--- src/rtl/calc_key_ctrl.sv ---
// Keypad-to-ALU sequencer: assembles two BCD operands and an operator, runs one ALU handshake per '='.
// Optional macro CALC_KEY_CTRL_CHAIN_EN: an operator pressed on a result starts a new calculation from it.
module calc_key_ctrl #(
  parameter int DIGITS = 4
) (
  input  logic                  clk,
  input  logic                  rst_n,
  input  logic [15:0]           key_pulse,
  output logic                  alu_req,
  output logic [1:0]            alu_op,
  output logic [4*DIGITS-1:0]   alu_a,
  output logic [4*DIGITS-1:0]   alu_b,
  input  logic                  alu_ack,
  input  logic [4*DIGITS-1:0]   alu_result,
  input  logic                  alu_err,
  output logic [4*DIGITS-1:0]   disp_bcd,
  output logic                  err,
  output logic                  busy
);
  localparam int W  = 4 * DIGITS;
  localparam int CW = $clog2(DIGITS + 1);

  typedef enum logic [2:0] {S_A, S_OP, S_B, S_REQ, S_RES, S_ERR} state_t;

  state_t          state_q, state_d;
  logic [W-1:0]    a_q, a_d, b_q, b_d, res_q, res_d;
  logic [CW-1:0]   cnt_a_q, cnt_a_d, cnt_b_q, cnt_b_d;
  logic [1:0]      op_q, op_d;

  logic            key_vld, is_dig, is_op, is_eq, is_clr;
  logic [3:0]      key_idx;

`ifdef CALC_KEY_CTRL_CHAIN_EN
  function automatic logic [CW-1:0] sig_cnt(input logic [W-1:0] v);
    logic [CW-1:0] c;
    c = '0;
    for (int i = 0; i < DIGITS; i++)
      if (v[4*i +: 4] != 4'd0) c = CW'(i + 1);
    return c;
  endfunction
`endif

  // Exactly one bit set qualifies as a key; anything else is dropped.
  always_comb begin
    key_vld = (key_pulse != 16'd0) && ((key_pulse & (key_pulse - 16'd1)) == 16'd0);
    key_idx = 4'd0;
    for (int k = 0; k < 16; k++)
      if (key_pulse[k]) key_idx = 4'(k);
    is_dig = key_vld && (key_idx <= 4'd9);
    is_op  = key_vld && (key_idx >= 4'd10) && (key_idx <= 4'd13);
    is_eq  = key_vld && (key_idx == 4'd14);
    is_clr = key_vld && (key_idx == 4'd15);
  end

  always_comb begin
    state_d = state_q;
    a_d     = a_q;
    b_d     = b_q;
    res_d   = res_q;
    cnt_a_d = cnt_a_q;
    cnt_b_d = cnt_b_q;
    op_d    = op_q;
    case (state_q)
      S_A: begin
        if (is_dig) begin
          if (cnt_a_q != CW'(DIGITS)) begin
            a_d = {a_q[W-5:0], key_idx};
            if (key_idx != 4'd0 || cnt_a_q != '0) cnt_a_d = cnt_a_q + CW'(1);
          end
        end else if (is_op) begin
          op_d    = 2'(key_idx - 4'd10);
          state_d = S_OP;
        end
      end
      S_OP: begin
        if (is_dig) begin
          b_d     = W'(key_idx);
          cnt_b_d = (key_idx != 4'd0) ? CW'(1) : '0;
          state_d = S_B;
        end else if (is_op) begin
          op_d = 2'(key_idx - 4'd10);
        end
      end
      S_B: begin
        if (is_dig) begin
          if (cnt_b_q != CW'(DIGITS)) begin
            b_d = {b_q[W-5:0], key_idx};
            if (key_idx != 4'd0 || cnt_b_q != '0) cnt_b_d = cnt_b_q + CW'(1);
          end
        end else if (is_eq) begin
          state_d = S_REQ;
        end
      end
      S_REQ: begin
        if (alu_ack) begin
          if (alu_err) state_d = S_ERR;
          else begin
            res_d   = alu_result;
            state_d = S_RES;
          end
        end
      end
      S_RES: begin
        if (is_dig) begin
          a_d     = W'(key_idx);
          cnt_a_d = (key_idx != 4'd0) ? CW'(1) : '0;
          b_d     = '0;
          cnt_b_d = '0;
          state_d = S_A;
        end
`ifdef CALC_KEY_CTRL_CHAIN_EN
        else if (is_op) begin
          a_d     = res_q;
          cnt_a_d = sig_cnt(res_q);
          op_d    = 2'(key_idx - 4'd10);
          state_d = S_OP;
        end
`endif
      end
      default: ;
    endcase
    // Clear overrides everything, including an ack arriving in the same cycle.
    if (is_clr) begin
      state_d = S_A;
      a_d     = '0;
      b_d     = '0;
      res_d   = '0;
      cnt_a_d = '0;
      cnt_b_d = '0;
      op_d    = 2'b00;
    end
  end

  always_ff @(posedge clk or negedge rst_n) begin
    if (!rst_n) begin
      state_q <= S_A;
      a_q     <= '0;
      b_q     <= '0;
      res_q   <= '0;
      cnt_a_q <= '0;
      cnt_b_q <= '0;
      op_q    <= 2'b00;
    end else begin
      state_q <= state_d;
      a_q     <= a_d;
      b_q     <= b_d;
      res_q   <= res_d;
      cnt_a_q <= cnt_a_d;
      cnt_b_q <= cnt_b_d;
      op_q    <= op_d;
    end
  end

  always_comb begin
    disp_bcd = a_q;
    case (state_q)
      S_B, S_REQ: disp_bcd = b_q;
      S_RES:      disp_bcd = res_q;
      S_ERR:      disp_bcd = {DIGITS{4'hF}};
      default:    disp_bcd = a_q;
    endcase
  end

  assign alu_req = (state_q == S_REQ);
  assign busy    = (state_q == S_REQ);
  assign err     = (state_q == S_ERR);
  assign alu_a   = a_q;
  assign alu_b   = b_q;
  assign alu_op  = op_q;
endmodule

--- config.mk ---
export PLATFORM = sky130hd
export DESIGN_NAME = calc_key_ctrl
export DESIGN_NICKNAME = d
export VERILOG_FILES = /design/src/rtl/calc_key_ctrl.sv
export SDC_FILE = /design/constraint.sdc
export NUM_CORES = 1
export LEC_CHECK = 0
export CELL_PAD_IN_SITES_DETAIL_PLACEMENT = 1
export CELL_PAD_IN_SITES_GLOBAL_PLACEMENT = 1
export CORE_AREA = 2 2 100 102
export DETAILED_ROUTE_END_ITERATION = 10
export DIE_AREA = 0 0 102 104
export GPL_TIMING_DRIVEN = 0
export PLACE_DENSITY = 0.84
export SLEW_MARGIN = 15
export SYNTH_ARGS = -nofsm -noshare
export SYNTH_HDL_FRONTEND = slang
export SYNTH_SLANG_ARGS = --single-unit
--- constraint.sdc ---
create_clock -name clk -period 3.3 [get_ports clk]
set_input_delay 0.99 -clock clk [delete_from_list [all_inputs] [get_ports clk]]
set_output_delay 0.99 -clock clk [all_outputs]
set_load 0.01 [all_outputs]
After elaboration in Yosys (flattened, before gate mapping). Index checks and enable logic that the tools add are counted. W data, S select, Z words.

Flip-flop bits (word level): 59. Input port bits: 36. Output and inout port bits: 53.

Add/subtract/negate cells: 4. $lt $le $gt $ge: 3. Eq/ne operators: 24. Multiplexer cells: 56. Bitwise logic cells: 1. Reduce and logical (&&, ||, !) cells: 30.

Operators with widths (number): $mux W16 (12); $pmux W16 S3 (2); $mux W4 (13); $mux W3 (17); $ne A3 B3 Y1 const B (14); $pmux W16 S2 (1); $and A16 B16 Y16 (1); $logic_not A16 Y1 (1); $reduce_bool A16 Y1 (1); $sub A16 B1 Y16 const B (1); $pmux W3 S5 (1); $mux W2 (5); $reduce_and A5 Y1 (2); $pmux W3 S3 (1); $reduce_bool A3 Y1 (3); $eq A4 B4 Y1 const B (2); $le A4 B4 Y1 const B (2); $reduce_and A8 Y1 (1); $reduce_bool A2 Y1 (4); $reduce_bool A4 Y1 (2); $add A3 B1 Y3 const B (2); $eq A3 B2 Y1 const B (2); $eq A3 B3 Y1 const B (2); $logic_and A1 B1 Y1 (6); other kinds (14) (20).

Depth between registers and ports, before layout. Gate-level depths: netlist (run 1).

Depth after elaboration: 22. Gate-level depth with buffers: 11. Gate-level depth less buffers: 9.

Worst setup path after synthesis (run 1). OpenSTA, ideal clock, no wires.

Path type: input port to flip-flop. Start: input key_pulse[11]. End: register cnt_b_q[0]. Arrival time: 3.427 ns. Slack: -0.278 ns. Stages on the path: 10. Path buffers: 3. Path through: buf_2 -> or4_1 -> clkbuf_1 -> or4_4 -> maj3_2 -> nor4_4 -> nand2_2 -> buf_2 -> o31ai_1 -> o41ai_2.

Word-level cells in the longest chain between the ends: 10. Elaborated cells between the ends (all ways): 27.

Ends and longest elaborated chain: from (decl) (RTL line 8) `input logic [15:0] key_pulse,`; parallel branches: the longest is 10 deep, another holds $sub A16 B1 Y16; to (signal assigned) (RTL line 149) `cnt_b_q <= cnt_b_d;`; to (decl) (RTL line 27) `logic [CW-1:0] cnt_a_q, cnt_a_d, cnt_b_q, cnt_b_d;`.

Several ways; the timed one is not identified. The select of a mux whose other input is x is not followed. A chain may end at the register's enable or synchronous reset.

Final worst setup path (run 1).
Start: input key_pulse[11]. End: register a_q[0], in the netlist alu_a[0].

Word-level cells in the longest chain between the ends: 9. Elaborated cells between the ends (all ways): 24.

Ends and longest elaborated chain: parallel branches: the longest is 9 deep, another holds $sub A16 B1 Y16; to (signal assigned) (RTL line 137) `a_q <= '0;`; to (signal assigned) (RTL line 145) `a_q <= a_d;`; to (decl) (RTL line 26) `logic [W-1:0] a_q, a_d, b_q, b_d, res_q, res_d;`.

Several ways; the timed one is not identified. The select of a mux whose other input is x is not followed.

==> results of run 1 <==
-- metal layers --
layer	vias to the layer above	routed length, microns	global-route usage (%)
met4	0	482	10.3
met2	129	7090	44.7
li1	1606	-	-
met1	1777	5530	30.0
met3	34	687	5.24
met5	-	0	0
-- what timing repair did --
action                     CTS  global route
setup buffers               22             6
setup endpoints to repair   78            62
gates resized for setup     91            50
cloned                       3             0
pin swaps                   14             8
-- cell type report --
type                            count  area, sq um
Buffer                             24          203
Inverter                            7         30.0
Clock inverter                      4         50.0
Timing Repair Buffer              115         1080
Multi-Input combinational cell    264         2080
Sequential cell                    59         1480
Tap cell                          133          166
Fill cell                        1063         4310
Clock buffer                       11          151
-- sequential cells by signal, indices dropped and copies added (netlist names) --
name / count
alu_a: 16
state_q: 3
res_q: 16
cnt_a_q: 3
cnt_b_q: 3
alu_b: 16
alu_op: 2
-- cells in the final DEF (no fill, tap or decap), drive strengths merged, types with 2 or more instances in the layout --
master	instances
clkdlybuf4s50	67
dfrtp	59
buf	55
mux2i	34
nor2	33
o21ai	29
a22o	24
nand2	23
clkbuf	21
o221ai	14
nor3	12
a21oi	11
nor4	11
o31ai	8
inv	6
dlygate4sd2	6
or2	6
or4	6
nand2b	5
ha	4
nor2b	4
clkinvlp	3
a21o	3
nand3b	3
a211oi	3
mux2	3
a2111oi	3
and2	2
nand3	2
nor4b	2
o32ai	2
maj3	2
o41ai	2
-- worst paths after layout --
kind,startpoint,to,slack (ns)
max,key_pulse[11],alu_a[0]$_DFFE_PN0P_,-0.02
min,alu_op[0]$_DFFE_PN0P_,alu_op[0]$_DFFE_PN0P_,0.54
max reg2reg,state_q[1]$_DFFE_PN0P_,res_q[10]$_DFFE_PN0P_,0.38
min reg2reg,alu_op[0]$_DFFE_PN0P_,alu_op[0]$_DFFE_PN0P_,0.54
max in group asynchronous,rst_n,state_q[1]$_DFFE_PN0P_,2.06
min in group asynchronous,rst_n,res_q[11]$_DFFE_PN0P_,0.70
-- power groups by stage --
stage	Clock, uW	Combinational, uW	Sequential [uW]
after floorplan	0	320	757
after global routing	732	768	753
after global placement	0	581	762
final	693	729	753
after CTS	691	616	750
after detailed placement	0	596	763
-- cells by family after synthesis --
group | count (synthesis) | share of synthesized area, %
buf+inv | 35 | 4.21
mux | 37 | 10.7
simple gates | 113 | 17.8
flops | 59 | 42.4
fa+ha+maj | 6 | 2.05
compound gates | 108 | 22.8
-- metrics by stage --
step,setup TNS (ns),instance area (sq um),util [%]
2_1_floorplan,-8.32,3540,-
3_3_place_gp,-89.84,4560,47.8
3_5_place_dp,-62.40,4560,47.7
4_1_cts,-0.0604,5070,53.1
5_1_grt,-0.500,5240,54.9
6_report,-0.0182,5240,54.9
==> impl_metrics.tcl, run 1 <==
set metrics [dict create \
    cts_root_buf "clkbuf_8" \
    worst_setup_path_start_kind "input pin" \
    synth_common_cells "dfrtp_1 (59), mux2i_1 (34), nor2_1 (33), o21ai_0 (29), a22o_1 (24)" \
    cp-end-kind "register" \
    synth_edf_count 0 \
    cts-hold-fix-buffers 0 \
    p_int_uw 1410 \
    dp_slack_ns -1.16 \
    fmax_ghz 0.301 \
    synth.net_count 398 \
    max_cap_violations 0 \
    htreeDepth 3 \
    crit_chain "buf_12, or4_4, buf_8, or4_4, maj3_2, buf_6, nor4_4, buf_6, nand2b_4, buf_8, buf_4, mux2_2" \
    cp.arrival_ns 3.56 \
    cpPeakStageDelay_ns 0.53 \
    required_ns 3.54 \
    drc_errors 0 \
    p_comb_share_pct 33.5 \
    routedWlPerCell_microns 22.3 \
    relSlewSlack_pct 46.4 \
    clockPowerShare_pct 31.9 \
    yosysSeqAreaShare_pct 42.4 \
    synth.area.top_cells "dfrtp_1 (42%), mux2i_1 (9.8%), a22o_1 (6.0%)" \
    worst_slew_pin_slew_ns 0.801 \
    grt-ovfl-total 0 \
    timing.final.crit_share_pct 101 \
    ant_nets 0 \
    placed_cells 576 \
    synth_top_area_cell "dfrtp_1" \
    p_seq_share_pct 34.6 \
    path_class "in -> reg" \
    post_drt_via_cell_ratio 5.75 \
    path_delay_family "simple AND/OR/NAND/NOR gates" \
    grt_use_total_pct 25.5 \
    status "complete, but fails checks" \
    setup_ws_ns -0.0171 \
    postSynthAreaPerCell_sq_um 9.72 \
    ys_warn_count 0 \
    wirelength_microns 13800 \
    cts_buffers 9 \
    hold_slack_ns 0.541 \
    power.total_uw 2170 \
    setup_viol 2 \
    dieArea_sq_mm 0.0106 \
    grt_pass1_wl_microns 20800 \
    layout.nets 520 \
    clock_latency_ns 0.36 \
    r2r_cells 9 \
    syn_inst 358 \
    finalHoldViolCount 0 \
    cp_max_fo 5 \
    netlist_area_sq_mm 0.00348 \
    cts_buffer_depth 2 \
    min_path_cells 1 \
    hold_class "reg -> reg" \
    drtIter0Drc 145 \
    area_delta_synth_final_pct 50.6 \
    power_leakage_uw 0.00220 \
    finalWeightedCongestion 0.920 \
    min_period_ns 3.32 \
    start_util_pct 36.5 \
    fin_skew_ns 0.00770 \
    core-area_sq_mm 0.00955 \
    rsz0062_at_grt "yes" \
    die_y_microns 104 \
    synth_top_cell_area_share_pct 42.4 \
    antenna_found_initial 0 \
    finalMaxSlewViolations 0 \
    dr_total_vias 3546 \
    diodes 0 \
    critPathBufInv 6 \
    clkSinkCount 59 \
    clk_pin_slew_ns 0.07 \
    cts_tree "yes" \
    grt_max_degree 60 \
    io_pins 89 \
    drive_gt1_share_pct 25.0 \
    port_buffers 85 \
    ys_types 56 \
    row_count 36 \
    drt-pass1-iter-count 4 \
    ir_drop_v 0.000186 \
    grt_pass1_vias 3775 \
    crit_path_top_delay_cell "or4_4" \
    p_per_area_mw_per_mm2 415 \
    synth-seq-cells 59 \
    final_cells 617 \
    failed_checks "setup timing" \
    async_flop_share_pct 100 \
    p_sw_uw 760 \
    dp.final_hpwl_microns 8890 \
    switching_share_pct 35.0 \
    synth_ff_type "dfrtp_1" \
    die_w_microns 102 \
    cp.depth 12 \
    yosysMostFrequentCell "dfrtp_1" \
]
Power figures use the tool's default switching activity.
==> run 2: changes to the inputs <==
--- a/config.mk
+++ b/config.mk
@@ -8,9 +8,10 @@
 export CELL_PAD_IN_SITES_DETAIL_PLACEMENT = 1
 export CELL_PAD_IN_SITES_GLOBAL_PLACEMENT = 1
 export CORE_AREA = 2 2 100 102
+export CTS_CLUSTER_DIAMETER = 150
 export DETAILED_ROUTE_END_ITERATION = 10
 export DIE_AREA = 0 0 102 104
-export GPL_TIMING_DRIVEN = 0
+export GPL_TIMING_DRIVEN = 1
 export PLACE_DENSITY = 0.84
 export SLEW_MARGIN = 15
 export SYNTH_ARGS = -nofsm -noshare
==> run 2 against run 1 <==
Effect of this change: core utilization up 0.25 points; worst setup slack worse by 0.049 ns; the run still ends with setup timing left; clock-buffer cell count up 2; clock power down 14%; sequential cell count unchanged; clock skew down 0.00099 ns; sequential share of layout area down 0.15 points; cell count up 2.6%; die area unchanged.
==> impl_metrics.tcl, run 2 (same netlist as run 1, synthesis figures left out) <==
set metrics [dict create \
    cp-end-kind "register" \
    clkSinkCount 59 \
    finalHoldViolCount 0 \
    ir_drop_v 0.000165 \
    finalWeightedCongestion 0.890 \
    finalMaxSlewViolations 0 \
    relSlewSlack_pct 48.4 \
    r2r_cells 9 \
    die_y_microns 104 \
    grt_pass1_wl_microns 19000 \
    r2r_start "state_q[1]$_DFFE_PN0P_" \
    io_pins 89 \
    rr_endpoint "cnt_b_q[0]$_DFFE_PN0P_" \
    dieArea_sq_mm 0.0106 \
    failed_checks "setup timing" \
    path_class "in -> reg" \
    dp_slack_ns -0.773 \
    hold_class "reg -> reg" \
    grt_use_total_pct 23.1 \
    worst_slew_pin_slew_ns 0.774 \
    stdcell_area_sq_mm 0.00527 \
    fmax_ghz 0.297 \
    start_util_pct 36.5 \
    min_period_ns 3.37 \
    row_count 36 \
    antenna_found_initial 0 \
    ant_nets 0 \
    status "complete, but fails checks" \
    wirelength_microns 12500 \
    max_cap_violations 0 \
    rsz0062_at_grt "yes" \
    cp_max_fo 4 \
    min_to "res_q[5]$_DFFE_PN0P_" \
    cts_buffer_depth 2 \
    layout.nets 536 \
    post_drt_via_cell_ratio 5.60 \
    drt-pass1-iter-count 4 \
    routedWlPerCell_microns 19.7 \
    setup_viol 6 \
    setup_ws_ns -0.0656 \
    dr_total_vias 3544 \
    cts_root_buf "clkbuf_8" \
    grt_pass1_vias 3694 \
    grt_max_degree 60 \
    fill_cells 1087 \
    final_cell_mix "clkdlybuf4s50_1 (75), dfrtp_1 (59), buf_4 (58)" \
    p_per_area_mw_per_mm2 386 \
    timing.final.crit_share_pct 102 \
    required_ns 3.53 \
    min_path_cells 2 \
    port_buffers 88 \
    worst_setup_path_start_kind "input pin" \
    die_w_microns 102 \
    regArea_sq_mm 0.00148 \
    hp-start "res_q[5]$_DFFE_PN0P_" \
    cts_buffers 9 \
    core-area_sq_mm 0.00955 \
    htreeDepth 3 \
    fin_skew_ns 0.00671 \
    clock_latency_ns 0.35 \
    drtIter0Drc 149 \
    cp.arrival_ns 3.60 \
    rrSetupSlack_ns 1.02 \
    cts-hold-fix-buffers 0 \
    drive_gt1_share_pct 25.8 \
    area_delta_synth_final_pct 51.3 \
    cts_tree "yes" \
    clk_pin_slew_ns 0.06 \
    dp.final_hpwl_microns 9170 \
    power_leakage_uw 0.00221 \
    grt-ovfl-total 0 \
    diodes 0 \
    final_common_cell "clkdlybuf4s50_1" \
    multi_input_area_sq_mm 0.00205 \
    placed_area_sq_mm 0.00491 \
    drc_errors 0 \
]
[run 2: cell types whose count changed in the layout (fill, tap and decap cells not counted), sizes merged, moves of 2 or more]
cell           delta
buf              +14
clkdlybuf4s15     +2
dlygate4sd2       -5
clkdlybuf4s50     +8
clkinvlp          -3
[run 2: repair_timing]
item / CTS / global route
pin swaps: 10 / 12
setup buffers: 3 / 2
gates resized for setup: 36 / 37
setup endpoints to repair: 43 / 39
cloned: 0 / 2
[run 2: stage by stage]
step	util, %	setup TNS [ns]	hold slack [ns]	instances	total power, uW
2_1_floorplan	-	-8.32	0.486	358	1080
3_3_place_gp	51.5	-28.09	0.514	613	1370
3_5_place_dp	51.5	-32.82	0.534	613	1390
4_1_cts	54.3	0	0.550	630	2020
5_1_grt	55.1	-1.10	0.583	633	2120
6_report	55.1	-0.0865	0.540	633	2030
[run 2: power by group]
| part | switching, uW | leakage, uW | internal [uW] |
|---|---|---|---|
| clock | 270 | 0.0000953 | 327 |
| combinational | 371 | 0.00130 | 302 |
| sequential | 29.7 | 0.000812 | 734 |
| total | 671 | 0.00221 | 1360 |
[run 2: worst max-delay path by stage]
stage          slack, ns                endpoint  depth (start not counted)          from
2_1_floorplan      -0.27   alu_a[10]$_DFFE_PN0P_                          9  key_pulse[5]
5_1_grt            -0.13  state_q[0]$_DFFE_PN0P_                          9  key_pulse[6]
4_1_cts            0.003  state_q[0]$_DFFE_PN0P_                         10  key_pulse[4]
6_report           -0.07  state_q[0]$_DFFE_PN0P_                          9  key_pulse[6]
3_5_place_dp       -0.77  cnt_b_q[0]$_DFFE_PN0P_                          8  key_pulse[5]
3_3_place_gp       -0.69   alu_op[0]$_DFFE_PN0P_                          8  key_pulse[5]
[run 2: layer usage]
metal / global-route usage [%] / routed length [microns]
met4: 7.62 / 220
met2: 43.0 / 6780
met3: 4.17 / 583
met1: 26.0 / 4890
met5: 0 / 0
[run 2: worst max-delay path, stage by stage]
cell and delay, ns:
buf_6 0.09, or4_4 0.53, or4_4 0.51, maj3_2 0.37, nor4_4 0.40, buf_4 0.19
mux2i_4 0.24, a2111oi_4 0.05, o221a_1 0.21
[run 2: layout make-up]
type / count / area share [%]
well taps: 133 / 3.16
inverters: 7 / 0.499
flip-flops and latches: 59 / 28.0
clock inverters: 2 / 0.190
clock buffers: 13 / 3.21
repair buffers: 154 / 26.0
multi-input cells: 265 / 38.9
